$ cat src/rtl/addseq_ctrl.sv
// Byte-serial wide adder: one 8-bit ripple-carry slice processes the
// operands LSB byte first. Optional subtract mode is enabled by ADDSEQ_SUB_EN.
module addseq_ctrl #(
    parameter int NBYTES = 4
) (
    input  logic                  clk,
    input  logic                  rst_n,
    input  logic                  in_valid,
    output logic                  in_ready,
    input  logic [8*NBYTES-1:0]   a,
    input  logic [8*NBYTES-1:0]   b,
    input  logic                  cin,
`ifdef ADDSEQ_SUB_EN
    input  logic                  sub,
`endif
    output logic                  out_valid,
    input  logic                  out_ready,
    output logic [8*NBYTES-1:0]   sum,
    output logic                  cout,
    output logic                  ovf,
    output logic                  busy
);

    localparam int W  = 8 * NBYTES;
    localparam int CW = (NBYTES > 1) ? $clog2(NBYTES) : 1;

    typedef enum logic [1:0] {
        IDLE = 2'd0,
        RUN  = 2'd1,
        DONE = 2'd2
    } state_t;

    state_t          state_q, state_d;
    logic [CW-1:0]   cnt_q, cnt_d;
    logic            carry_q, carry_d;
    logic [W-1:0]    a_q, a_d;
    logic [W-1:0]    b_q, b_d;
    logic [W-1:0]    sum_q, sum_d;
    logic            cout_q, cout_d;
    logic            ovf_q, ovf_d;

    logic            subIn;
    logic            subEff;
    logic [CW+2:0]   bitBase;
    logic [7:0]      byteA;
    logic [7:0]      byteB;
    logic [8:0]      byteRes;
    logic            msbCarryIn;

`ifdef ADDSEQ_SUB_EN
    logic sub_q, sub_d;

    always_ff @(posedge clk or negedge rst_n) begin
        if (!rst_n) begin
            sub_q <= 1'b0;
        end else begin
            sub_q <= sub_d;
        end
    end

    assign subIn  = sub;
    assign subEff = sub_q;
    assign sub_d  = (state_q == IDLE && in_valid) ? sub : sub_q;
`else
    assign subIn  = 1'b0;
    assign subEff = 1'b0;
`endif

    always_ff @(posedge clk or negedge rst_n) begin
        if (!rst_n) begin
            state_q <= IDLE;
            cnt_q   <= '0;
            carry_q <= 1'b0;
            a_q     <= '0;
            b_q     <= '0;
            sum_q   <= '0;
            cout_q  <= 1'b0;
            ovf_q   <= 1'b0;
        end else begin
            state_q <= state_d;
            cnt_q   <= cnt_d;
            carry_q <= carry_d;
            a_q     <= a_d;
            b_q     <= b_d;
            sum_q   <= sum_d;
            cout_q  <= cout_d;
            ovf_q   <= ovf_d;
        end
    end

    // Subtraction reuses the adder by inverting B bytes; the carry-in
    // inversion is folded into the carry register when operands are captured.
    always_comb begin
        bitBase    = {cnt_q, 3'b000};
        byteA      = a_q[bitBase +: 8];
        byteB      = b_q[bitBase +: 8] ^ {8{subEff}};
        byteRes    = {1'b0, byteA} + {1'b0, byteB} + {8'd0, carry_q};
        msbCarryIn = byteA[7] ^ byteB[7] ^ byteRes[7];
    end

    always_comb begin
        state_d = state_q;
        cnt_d   = cnt_q;
        carry_d = carry_q;
        a_d     = a_q;
        b_d     = b_q;
        sum_d   = sum_q;
        cout_d  = cout_q;
        ovf_d   = ovf_q;
        case (state_q)
            IDLE: begin
                if (in_valid) begin
                    a_d     = a;
                    b_d     = b;
                    carry_d = cin ^ subIn;
                    cnt_d   = '0;
                    sum_d   = '0;
                    cout_d  = 1'b0;
                    ovf_d   = 1'b0;
                    state_d = RUN;
                end
            end
            RUN: begin
                sum_d[bitBase +: 8] = byteRes[7:0];
                carry_d             = byteRes[8];
                if (cnt_q == CW'(NBYTES - 1)) begin
                    cout_d  = byteRes[8];
                    ovf_d   = msbCarryIn ^ byteRes[8];
                    cnt_d   = '0;
                    state_d = DONE;
                end else begin
                    cnt_d = cnt_q + CW'(1);
                end
            end
            DONE: begin
                if (out_ready) begin
                    state_d = IDLE;
                end
            end
            default: begin
                state_d = IDLE;
            end
        endcase
    end

    assign in_ready  = (state_q == IDLE);
    assign out_valid = (state_q == DONE);
    assign busy      = (state_q == RUN) || (state_q == DONE);
    assign sum       = sum_q;
    assign cout      = cout_q;
    assign ovf       = ovf_q;

endmodule

$ cat config.mk
export PLATFORM = sky130hd
export DESIGN_NAME = addseq_ctrl
export DESIGN_NICKNAME = d
export VERILOG_FILES = /design/src/rtl/addseq_ctrl.sv
export SDC_FILE = /design/constraint.sdc
export NUM_CORES = 1
export LEC_CHECK = 0
export BUFFER_PORTS_ARGS = -buffer_cell sky130_fd_sc_hd__clkbuf_2
export CORE_UTILIZATION = 58
export CTS_CLUSTER_SIZE = 8
export DETAILED_ROUTE_END_ITERATION = 8
export PLACE_DENSITY = 0.83
export SLEW_MARGIN = 20
export SYNTH_ARGS = -nofsm -noshare
export SYNTH_HDL_FRONTEND = slang
export SYNTH_SLANG_ARGS = --single-unit
$ cat constraint.sdc
create_clock -name clk -period 9.1 [get_ports clk]
set_clock_uncertainty 0.2 [all_clocks]
set_input_delay 2.73 -clock clk [delete_from_list [all_inputs] [get_ports clk]]
set_output_delay 2.73 -clock clk [all_outputs]
set_load 0.005 [all_outputs]
# [Yosys cells after proc, flatten, opt, wreduce, memory -nomap -nowiden]
# Index checks and enable logic that the tools add are counted.
[op_classes] n_mux=17 add_sub_neg=4 reduce_logical=7 bitwise=3 n_shift=4 eq_ne=6
[ops] operator="32-bit one-hot mux with 2 select lines" n=1
[ops] operator="32-bit by 6-bit variable part select with 8-bit output" n=2
[ops] operator="32-bit bitwise mux" n=1
[ops] operator="32-bit two-way mux" n=1
[ops] operator="8-bit by 7-bit variable shift with 32-bit output, first input constant" n=1
[ops] operator="8-bit by 7-bit variable part select with 32-bit output" n=1
[ops] operator="2-bit two-way mux" n=5
[ops] operator="8-bit by 8-bit adder with 9-bit output" n=1
[ops] operator="9-bit by 1-bit adder with 9-bit output" n=1
[ops] operator="5-bit negator with 7-bit output" n=1
[ops] operator="1-bit one-hot mux with 2 select lines" n=3
[ops] operator="2-bit one-hot mux with 3 select lines" n=1
[ops] operator="3-bit AND reduction" n=2
[ops] operator="2-bit equality test, second input constant" n=2
[ops] operator="1-bit two-way mux" n=4
[ops] operator="2-bit inequality test, second input constant" n=2
[ops] operator="2-bit one-hot mux with 2 select lines" n=1
[ops] operator="2-bit AND reduction" n=2
[ops] operator="1-bit XOR" n=3
[ops] operator="2-bit by 1-bit adder with 2-bit output, second input constant" n=1
[ops] operator="2-bit by 1-bit equality test with 1-bit output, second input constant" n=1
[ops] operator="2-bit zero test" n=1
[ops] operator="2-bit by 1-bit inequality test with 1-bit output, second input constant" n=1
[ops] operator="2-bit nonzero test" n=1
[ops] operator="1-bit logical OR" n=1
[totals] word_cells=49 input_bits=69 register_bits=103 out_inout_bits=37

# [Depth between registers and ports, before layout]
# Gate-level depths: netlist of run 1.
[logic_depth] word_depth=7 ltp_mapped=10 ltp_nobuf=9

# [Worst setup path after synthesis of run 1]
# OpenSTA, ideal clock, no wires.
[synth_path] path_type="input -> register" from="input in_valid" to="register sum_q[0] (netlist: sum[0])" path_slack_ps=5121 setup_ps=68 stages=4 required_time_ps=8832 t_arrival_ps=3711 cell_sequence="nand2b_1 -> nand3_1 -> nor3b_1 -> a22o_1"
[synth_between] elab_chain_len=2
[synth_rtl] element="start, declared" line_no="8" text="input logic in_valid,"
[synth_rtl] element="2-bit inequality test (no source line)"
[synth_rtl] element="2-bit AND reduction (no source line)"
[synth_rtl] element="end signal, assigned" line_no="85" text="sum_q <= sum_d;"
[synth_rtl] element="end, declared" line_no="38" text="logic [W-1:0] sum_q, sum_d;"
# No other way between the ends.
# A chain may end at the register's enable or synchronous reset.

# [Worst setup path after layout of run 1]
[layout_path] from="register state_q[1]" to="output in_ready"
[layout_between] elab_chain_len=1
[layout_rtl] element="start, declared" line_no="33" text="state_t state_q, state_d;"
[layout_rtl] element="start signal, assigned" line_no="80" text="state_q <= state_d;"
[layout_rtl] element="2-bit zero test" line_no="146" text="assign in_ready = (state_q == IDLE);"
[layout_rtl] element="end, declared" line_no="9" text="output logic in_ready,"
# No other way between the ends.

==> results of run 1 <==
## logic make-up (layout without fill, tap and decap cells)
| group | Yosys count | after routing |
|---|---|---|
| xor+xnor | 7 | 7 |
| flops | 103 | 103 |
| simple gates | 33 | 33 |
| mux | 80 | 80 |
| compound gates | 62 | 62 |
| fa+ha+maj | 16 | 16 |
| buf+inv | 21 | 134 |
## final cells by class
class / instances / area (um2)
well taps: 102 / 127.6
fillers: 539 / 2233
clock buffers: 10 / 127.6
repair buffers: 109 / 558.0
multi-input cells: 198 / 1982
inverters: 10 / 37.54
flip-flops and latches: 103 / 2577
clock inverters: 5 / 83.83
## registers in the layout, summed over array words and instances (netlist names)
signal   count
b_q         32
a_q         32
sum         32
cnt_q        2
ovf          1
cout         1
carry_q      1
state_q      2
## stage by stage
stage	utilization, %	hold WS, ps	setup slack [ps]	std cells	cell area, um2
floorplan	-	272.0	5121	322	4646
global placement	68.36	268.2	4535	522	5283
detailed placement	68.36	277.4	4415	522	5283
CTS	71.10	300.3	4783	537	5494
global route	71.10	322.8	4572	537	5494
finish	71.10	302.5	4795	537	5494
## critical path, cell delays in order (launching register included)
cell and delay [ps]:
dfrtp_1 420, inv_1 90, ha_1 320, clkbuf_2 170
## cells in the final DEF (no fill, tap or decap), types with 3 or more instances in the layout
cell type  netlist  layout
nand2_1         14      13
a21oi_1          6       6
nand2b_1         3       3
inv_1            9       9
xor2_1           4       4
o21ai_0         11      11
mux4_2          16      16
clkbuf_2         0     104
a22o_1          24      24
buf_4            0       5
a21o_1           3       3
o21ai_1          5       5
nand3_1          4       4
ha_1            14      14
mux2_2          64      64
clkbuf_8         0       9
or3_1            3       3
xnor2_1          3       3
dfrtp_1        103     103
## per-layer routing
| layer | GRT usage [%] | vias to the layer above |
|---|---|---|
| met4 | 11.90 | 0 |
| met2 | 40.91 | 118 |
| met1 | 32.70 | 1525 |
| met3 | 5.193 | 17 |
| li1 | - | 1416 |
| met5 | 0 | - |
## worst paths after layout
path                            start       end
min in group asynchronous       rst_n   sum[10]
setup / recovery           state_q[1]  in_ready
max in group asynchronous       rst_n   b_q[24]
setup reg to reg             cnt_q[0]    sum[5]
hold reg to reg               sum[21]   sum[21]
hold / removal                sum[21]   sum[21]
## power by group through the flow
stage               Combinational, mW  Clock (mW)  Sequential (mW)
global route                     1.28       0.326            0.744
global placement                 1.11           0            0.715
finish                           1.17       0.303            0.721
detailed placement               1.15           0            0.730
floorplan                       0.868           0            0.696
CTS                              1.17       0.310            0.720
==> impl_metrics.tcl, run 1 <==
set metrics [dict create \
    synth_xor_area_share_pct 1.320 \
    power_mw 2.189 \
    cts_setup_buffers 0 \
    synth_most_common_cell "dfrtp_1" \
    grt_max_degree 80 \
    synth.cell_area_um2 4646 \
    setup_violations 0 \
    cts-root-buf "clkbuf_8" \
    wirelength_um 9476 \
    synth_common_cells "103 x dfrtp_1, 64 x mux2_2, 24 x a22o_1" \
    synth-seq-cells 103 \
    clock.fmax_ghz 0.2323 \
    via_per_inst 5.728 \
    cp-start-kind "register" \
    drc 0 \
    synth_top_area_share_pct 55.48 \
    diodes 0 \
    numCtsBuffers 9 \
    r2r_slack_ps 5760 \
    cts_hold_buf 0 \
    antenna_found_initial 0 \
    period_needed_ps 4305 \
    synthArstFlopShare_pct 100.0 \
    gp_congestion 0.8355 \
    syn_to_final_growth_pct 18.26 \
    htreeDepth 3 \
    finalCritPeriodShare_pct 47.30 \
    wl_met2_um 4670 \
    dp_hpwl_um 6988 \
    core_region_area_um2 7727 \
    clkPwrFrac_pct 13.8 \
    crit_required_ps 6170 \
    grt_pass1_vias 3247 \
    p_sw_share_pct 40.31 \
    synth.distinct_cells 38 \
    worst-path-max-fanout 6 \
    grt_pass1_wl_um 16090 \
    rsz0062_at_grt "false" \
    design.die.area_um2 8371 \
    synth-simple-area-share_pct 3.609 \
    clockBufferDepth 2 \
    synth_top_family_by_area "multiplexers" \
    ir_drop_uv 246.2 \
    die_height_um 91.50 \
    syn_area_per_cell_um2 14.43 \
    ys_warn_count 0 \
    status "complete, no violations" \
    start_util_pct 60.12 \
    worstSetupEndpointType "primary output" \
    clk_latency_ps 370 \
    synth.mux.area_fraction_pct 23.27 \
    drive_above_1_share_pct 48.28 \
    ant_nets 0 \
    worstMarginPinSlew_ps 959.3 \
    power.share.combinational_pct 53.2 \
    hold_viol 0 \
    ys.flop_type "dfrtp_1" \
    ys_seq_area_share_pct 55.48 \
    synth_nets 407 \
    drt_iter0_drc 164 \
    switchingPower_mw 0.8824 \
    slew_headroom_pct 36.05 \
    arrival_ps 1370 \
    p_per_area_nw_per_um2 398.4 \
    min_path_type "reg -> reg" \
    seqPwrFrac_pct 32.9 \
    dr.pass1.iters 5 \
    port_buffers 105 \
    cts_num_sinks 103 \
    netlist_instances 322 \
    drv_slew 0 \
    grt.total_usage_pct 25.25 \
    highest_layer "met4" \
    cts_tree "done" \
    grt_overflow 0 \
    vias 3076 \
    power_leakage_nw 2.612 \
    hold-path-cell-count 2 \
    netlist.top_cell.by_area "dfrtp_1" \
    wl_met1_um 3958 \
    synth_edf_count 0 \
    cts.reportedPaths.clkPinSlew_ps 100 \
    wl_per_cell_um 17.65 \
    post_cts_resized 0 \
    dieWidth_um 91.50 \
    reg2reg_depth 8 \
    synth_fa_ha_area_share_pct 4.632 \
    rows 32 \
    synth.area.top_cells "dfrtp_1 55%, mux2_2 16%, mux4_2 7.8%" \
    pin_count 106 \
    path_class "reg -> out" \
    p_int_mw 1.307 \
    fin_nets 516 \
    synth_compound_area_share_pct 9.776 \
    cap_violations 0 \
    wl_met3_um 611 \
    tns_ps 0 \
]
(Power assumes the default switching activity.)
==> run 2, diff against run 1 <==
ABC_AREA = 1   (was default)
CORE_UTILIZATION = 54   (was 58)
PLACE_DENSITY = 0.77   (was 0.83)
clock period = 4.2 ns   (was 9.1 ns; I/O delays follow)
==> impl_metrics.tcl, run 2 <==
set metrics [dict create \
    syn_area_per_cell_um2 7.936 \
    ir_drop_uv 485.5 \
    hold_viol 0 \
    synth_common_cells "292 x nand2_1, 103 x dfrtp_1, 40 x nor2_1" \
    dr.pass1.iters 7 \
    layout_common_cells "291 x nand2_1, 104 x clkbuf_2, 103 x dfrtp_1, 40 x nor2_1, 37 x o21ai_0" \
    slew_headroom_pct 42.33 \
    cts-root-buf "clkbuf_8" \
    fin_ws_ps 884.8 \
    ys_seq_area_share_pct 52.47 \
    synth_top_area_share_pct 52.47 \
    synth.distinct_cells 29 \
    reg2reg_depth 12 \
    ys.flop_type "dfrtp_1" \
    antenna_found_initial 0 \
    period_needed_ps 3315 \
    core_region_area_um2 8763 \
    critPathSlowestCell "clkinv_1" \
    tns_ps 0 \
    r2r-end "sum[20]" \
    ant_nets 0 \
    grt_overflow 0 \
    synthArstFlopShare_pct 100.0 \
    fin_nets 799 \
    fillCellCount 727 \
    synth.area.top_cells "dfrtp_1 52%, nand2_1 22%, o21ai_0 3.8%" \
    pin_count 106 \
    status "complete, no violations" \
    port_buffers 105 \
    grt.total_usage_pct 26.88 \
    crit_path_max_incr_delay_ps 650 \
    hp-start "a_q[10]" \
    placed_area_um2 5527 \
    cts_hold_buf 0 \
    multiInputGateArea_um2 2105 \
    start_util_pct 56.05 \
    numCtsBuffers 9 \
    whs_ps 282.6 \
    worstMarginPinSlew_ps 863.8 \
    synth_most_common_cell "nand2_1" \
    path_class "reg -> reg" \
    drt_iter0_drc 331 \
    p_per_area_nw_per_um2 846.8 \
    die_height_um 97.38 \
    drive_above_1_share_pct 18.69 \
    drc 0 \
    hold-path-cell-count 2 \
    cap_violations 0 \
    power_leakage_nw 3.267 \
    r2r_slack_ps 880 \
    htreeDepth 3 \
    diodes 0 \
    synth_edf_count 0 \
    netlist.top_cell.by_area "dfrtp_1" \
    cp-start-kind "register" \
    grt_max_degree 65 \
    clk_latency_ps 370 \
    cts.reportedPaths.clkPinSlew_ps 90 \
    netlist_instances 619 \
    seqCellArea_um2 2577 \
    dieWidth_um 97.38 \
    drv_slew 0 \
    cts_num_sinks 103 \
    vias 4404 \
    cts_setup_buffers 0 \
    synth_nets 704 \
    synth.cell_area_um2 4912 \
    wirelength_um 11850 \
    worstHoldEndpoint "a_q[10]" \
    clock.fmax_ghz 0.3016 \
    wl_per_cell_um 14.36 \
    finalCritPeriodShare_pct 78.93 \
    finish.utilization_pct 65.89 \
    arrival_ps 3420 \
    min_path_type "reg -> reg" \
    post-place-ws_ps 972.8 \
    grt_pass1_wl_um 20520 \
    r2r-start "cnt_q[0]" \
    via_per_inst 5.338 \
    clockBufferDepth 2 \
    final_common_cell "nand2_1" \
    rsz0062_at_grt "false" \
    crit_required_ps 4310 \
    gp_congestion 0.9139 \
    ys_warn_count 0 \
    rows 34 \
    cts_tree "done" \
    post_cts_resized 0 \
    worst-path-max-fanout 33 \
    finalInstanceArea_um2 5774 \
    dp_hpwl_um 8339 \
    setup_violations 0 \
    design.die.area_um2 9482 \
    grt_pass1_vias 4389 \
    syn_to_final_growth_pct 17.55 \
    crit_chain "clkinv_1, o21ai_0, o22ai_1, fa_1, inv_1, fa_1, inv_1, nand2_1, nand3_1, xor2_1, nand3_1, nand2_1" \
    worstSetupEndpointType "register" \
    synth-seq-cells 103 \
]
## run 2: cell types whose count changed after synthesis, sizes merged, moves of 18 or more
cell,before,now
nor2,2,41
mux2,64,0
inv,10,34
a22o,24,3
nand2,14,293
clkbuf,1,19
o21ai,18,45
## run 2: cell families after synthesis
kind of cell | Yosys count | synth area share [%]
adder cells (fa/ha/maj) | 16 | 4.381
AND/OR/NAND/NOR | 361 | 29.01
flip-flops | 103 | 52.47
buffers and inverters | 61 | 4.737
XOR/XNOR | 3 | 0.5350
AO/OA/AOI/OAI | 75 | 8.864
## run 2: how the worst max path moves through the flow
| stage | slack (ps) | from | to | depth (start not counted) |
|---|---|---|---|---|
| after global placement | 1100 | cnt_q[1] | sum[28] | 12 |
| after detailed placement | 970 | cnt_q[0] | sum[20] | 12 |
| after global routing | 620 | cnt_q[0] | sum[20] | 12 |
| after floorplan | 1490 | cnt_q[0] | sum[28] | 14 |
| after CTS | 900 | cnt_q[0] | sum[20] | 12 |
| final | 880 | cnt_q[0] | sum[20] | 12 |
## run 2: layout make-up
| cell class | count | area share (%) |
|---|---|---|
| flip-flops and latches | 103 | 44.64 |
| multi-input cells | 455 | 36.45 |
| repair buffers | 110 | 10.01 |
| well taps | 108 | 2.340 |
| inverters | 35 | 2.275 |
| clock buffers | 10 | 2.210 |
| clock inverters | 4 | 2.080 |
## run 2: power breakdown
group,internal (mW),switching (mW)
combinational,0.843,1.67
clock,0.450,0.332
sequential,1.36,0.242
total,2.65,2.24
## run 2: through the flow
| stage | total power [mW] | cells |
|---|---|---|
| 3_3_place_gp | 3.987 | 811 |
| 4_1_cts | 4.866 | 825 |
| 3_5_place_dp | 4.074 | 811 |
| 2_1_floorplan | 3.370 | 619 |
| 5_1_grt | 5.296 | 825 |
| 6_report | 4.889 | 825 |
## run 2: worst max-delay path: cells and delay by family, from the launching register on
| kind | cells | cell delay [ps] |
|---|---|---|
| fa+ha+maj | 2 | 650 |
| compound gates | 2 | 560 |
| simple gates | 4 | 390 |
| flops | 1 | 360 |
| buf+inv | 3 | 800 |
| xor+xnor | 1 | 280 |
## run 2: routing by layer
| metal | global-route usage (%) | share of wire (%) | up-vias |
|---|---|---|---|
| met5 | 0 | 0 | - |
| met1 | 36.30 | 45 | 2048 |
| met4 | 10.41 | 2.2 | 0 |
| li1 | - | - | 2157 |
| met3 | 4.676 | 5.7 | 24 |
| met2 | 43.46 | 47 | 175 |
==> run 3, diff against run 2 <==
CORE_UTILIZATION = 49   (was 54)
PLACE_DENSITY = 0.74   (was 0.77)
clock period = 2.8 ns   (was 4.2 ns; I/O delays follow)
==> impl_metrics.tcl, run 3 (same netlist as run 2, synthesis figures left out) <==
set metrics [dict create \
    status "complete, no violations" \
    final_common_cell "nand2_1" \
    core_region_area_um2 9729 \
    pin_count 106 \
    arrival_ps 2740 \
    worstSetupEndpointType "register" \
    seqCellArea_um2 2579 \
    crit_chain "inv_4, buf_12, o21ai_0, o22ai_1, fa_2, inv_1, fa_1, inv_1, nand2_1, nand3_2, nand2_1, nand2_2, nand2_1, nand3_1, nand2_1" \
    highest_layer "met4" \
    critPathTopFamily "adder cells" \
    r2r-end "ovf" \
    setup_violations 0 \
    hold_viol 0 \
    finalInstanceArea_um2 5946 \
    antenna_found_initial 0 \
    diodes 0 \
    crit_start "cnt_q[0]" \
    wl_met1_um 5584 \
    grt_overflow 0 \
    dieWidth_um 102.1 \
    cts_tree "done" \
    fillCellCount 907 \
    p_sw_share_pct 46.59 \
    slew_headroom_pct 58.89 \
    cts_hold_buf 0 \
    drc 0 \
    clock.fmax_ghz 0.3743 \
    path_buf_inv 4 \
    switchingPower_mw 3.434 \
    wl_met2_um 5396 \
    cts.reportedPaths.clkPinSlew_ps 90 \
    seqPwrFrac_pct 32.2 \
    r2r-start "cnt_q[0]" \
    wl_per_cell_um 13.56 \
    grt_pass1_vias 4153 \
    drv_slew 0 \
    rows 36 \
    numCtsBuffers 9 \
    path_class "reg -> reg" \
    whs_ps 188.3 \
    ant_nets 0 \
    multiInputGateArea_um2 2125 \
    crit_path_max_incr_delay_ps 460 \
    crit_required_ps 2860 \
    cap_violations 0 \
    design.die.area_um2 10430 \
    cpMostUsedCell "nand2_1" \
    grt_pass1_wl_um 19680 \
    r2r_slack_ps 130 \
    start_util_pct 50.49 \
    grt.total_usage_pct 24.35 \
    fin_ws_ps 128.6 \
    min_path_type "in -> async" \
    p_int_mw 3.938 \
    layout_common_cells "289 x nand2_1, 104 x clkbuf_2, 102 x dfrtp_1, 40 x nor2_1, 36 x o21ai_0" \
    worst-path-max-fanout 8 \
    clk_latency_ps 370 \
    crit_path_end "ovf" \
    syn_to_final_growth_pct 21.04 \
    cts_num_sinks 103 \
    power_mw 7.372 \
    period_needed_ps 2671 \
    tns_ps 0 \
    critical_path_depth 15 \
    cts-root-buf "clkbuf_8" \
    ir_drop_uv 617.5 \
    placed_area_um2 5640 \
    vias 4378 \
    drive_above_1_share_pct 21.23 \
    dp_hpwl_um 8384 \
    wl_met3_um 515 \
    grt_max_degree 65 \
    post-place-ws_ps 122.1 \
    worstMarginPinSlew_ps 616.7 \
    cp-start-kind "register" \
    drt_iter0_drc 268 \
    via_per_inst 5.073 \
    clockBufferDepth 2 \
    finalCritPeriodShare_pct 95.41 \
    wirelength_um 11700 \
    dr.pass1.iters 4 \
    reg2reg_depth 15 \
    gp_congestion 0.9195 \
    clkPwrFrac_pct 13.1 \
    htreeDepth 3 \
    port_buffers 105 \
    power_leakage_nw 3.331 \
    fin_nets 810 \
    critPathSlowestCell "dfrtp_2" \
    die_height_um 102.1 \
    power.share.combinational_pct 54.7 \
    p_per_area_nw_per_um2 1240 \
]
-- run 3: cell count changes in the layout (fill, tap and decap cells not counted), moves of 2 or more --
cell	previous run	this run
bufinv_16	4	1
clkbuf_8	9	11
nand2_2	2	4
buf_4	5	11
clkinvlp_4	0	2
buf_12	1	4
nand2_1	291	289
clkbuf_16	0	2
-- run 3: per-stage QoR --
stage	utilization, %	cells
6_report	61.11	863
3_5_place_dp	57.97	842
4_1_cts	60.12	858
3_3_place_gp	57.97	842
5_1_grt	61.11	863
2_1_floorplan	-	619
-- run 3: worst min-delay path by stage --
stage | slack, ps | end | startpoint
after floorplan | 240 | a_q[16] | a_q[16]
after global placement | 260 | a_q[20] | a_q[20]
after detailed placement | 260 | a_q[13] | a_q[13]
after CTS | 200 | carry_q | rst_n
after global routing | 220 | carry_q | rst_n
final | 190 | carry_q | rst_n
-- run 3: repair_timing --
action,CTS,global route
resized for setup,0,10
buffers inserted,0,3
setup endpoints to repair,0,22
-- run 3: power by group through the flow --
stage | Clock, mW | Sequential [mW] | Combinational (mW)
finish | 0.967 | 2.37 | 4.03
global route | 1.04 | 2.43 | 4.60
detailed placement | 0 | 2.39 | 3.79
floorplan | 0 | 2.29 | 2.77
CTS | 0.975 | 2.36 | 3.81
global placement | 0 | 2.38 | 3.71
-- run 3: area by class of cell --
cell class | count | area share, %
inverters | 35 | 2.252
flip-flops and latches | 103 | 43.37
repair buffers | 121 | 12.33
clock inverters | 4 | 0.9049
multi-input cells | 455 | 35.73
clock buffers | 12 | 2.609
well taps | 133 | 2.799
-- run 3: metal layers --
metal	track usage, %	vias up
li1	-	2185
met5	0	-
met1	34.99	2045
met3	3.215	20
met4	7.582	0
met2	38.51	128
-- run 3: worst reg2reg max path: stages, from the launching register on --
cell and delay [ps]:
dfrtp_2 460, inv_4 120, buf_12 130, o21ai_0 70, o22ai_1 240, fa_2 270
inv_1 60, fa_1 400, inv_1 90, nand2_1 80, nand3_2 100, nand2_1 80
nand2_2 90, nand2_1 50, nand3_1 80, nand2_1 50
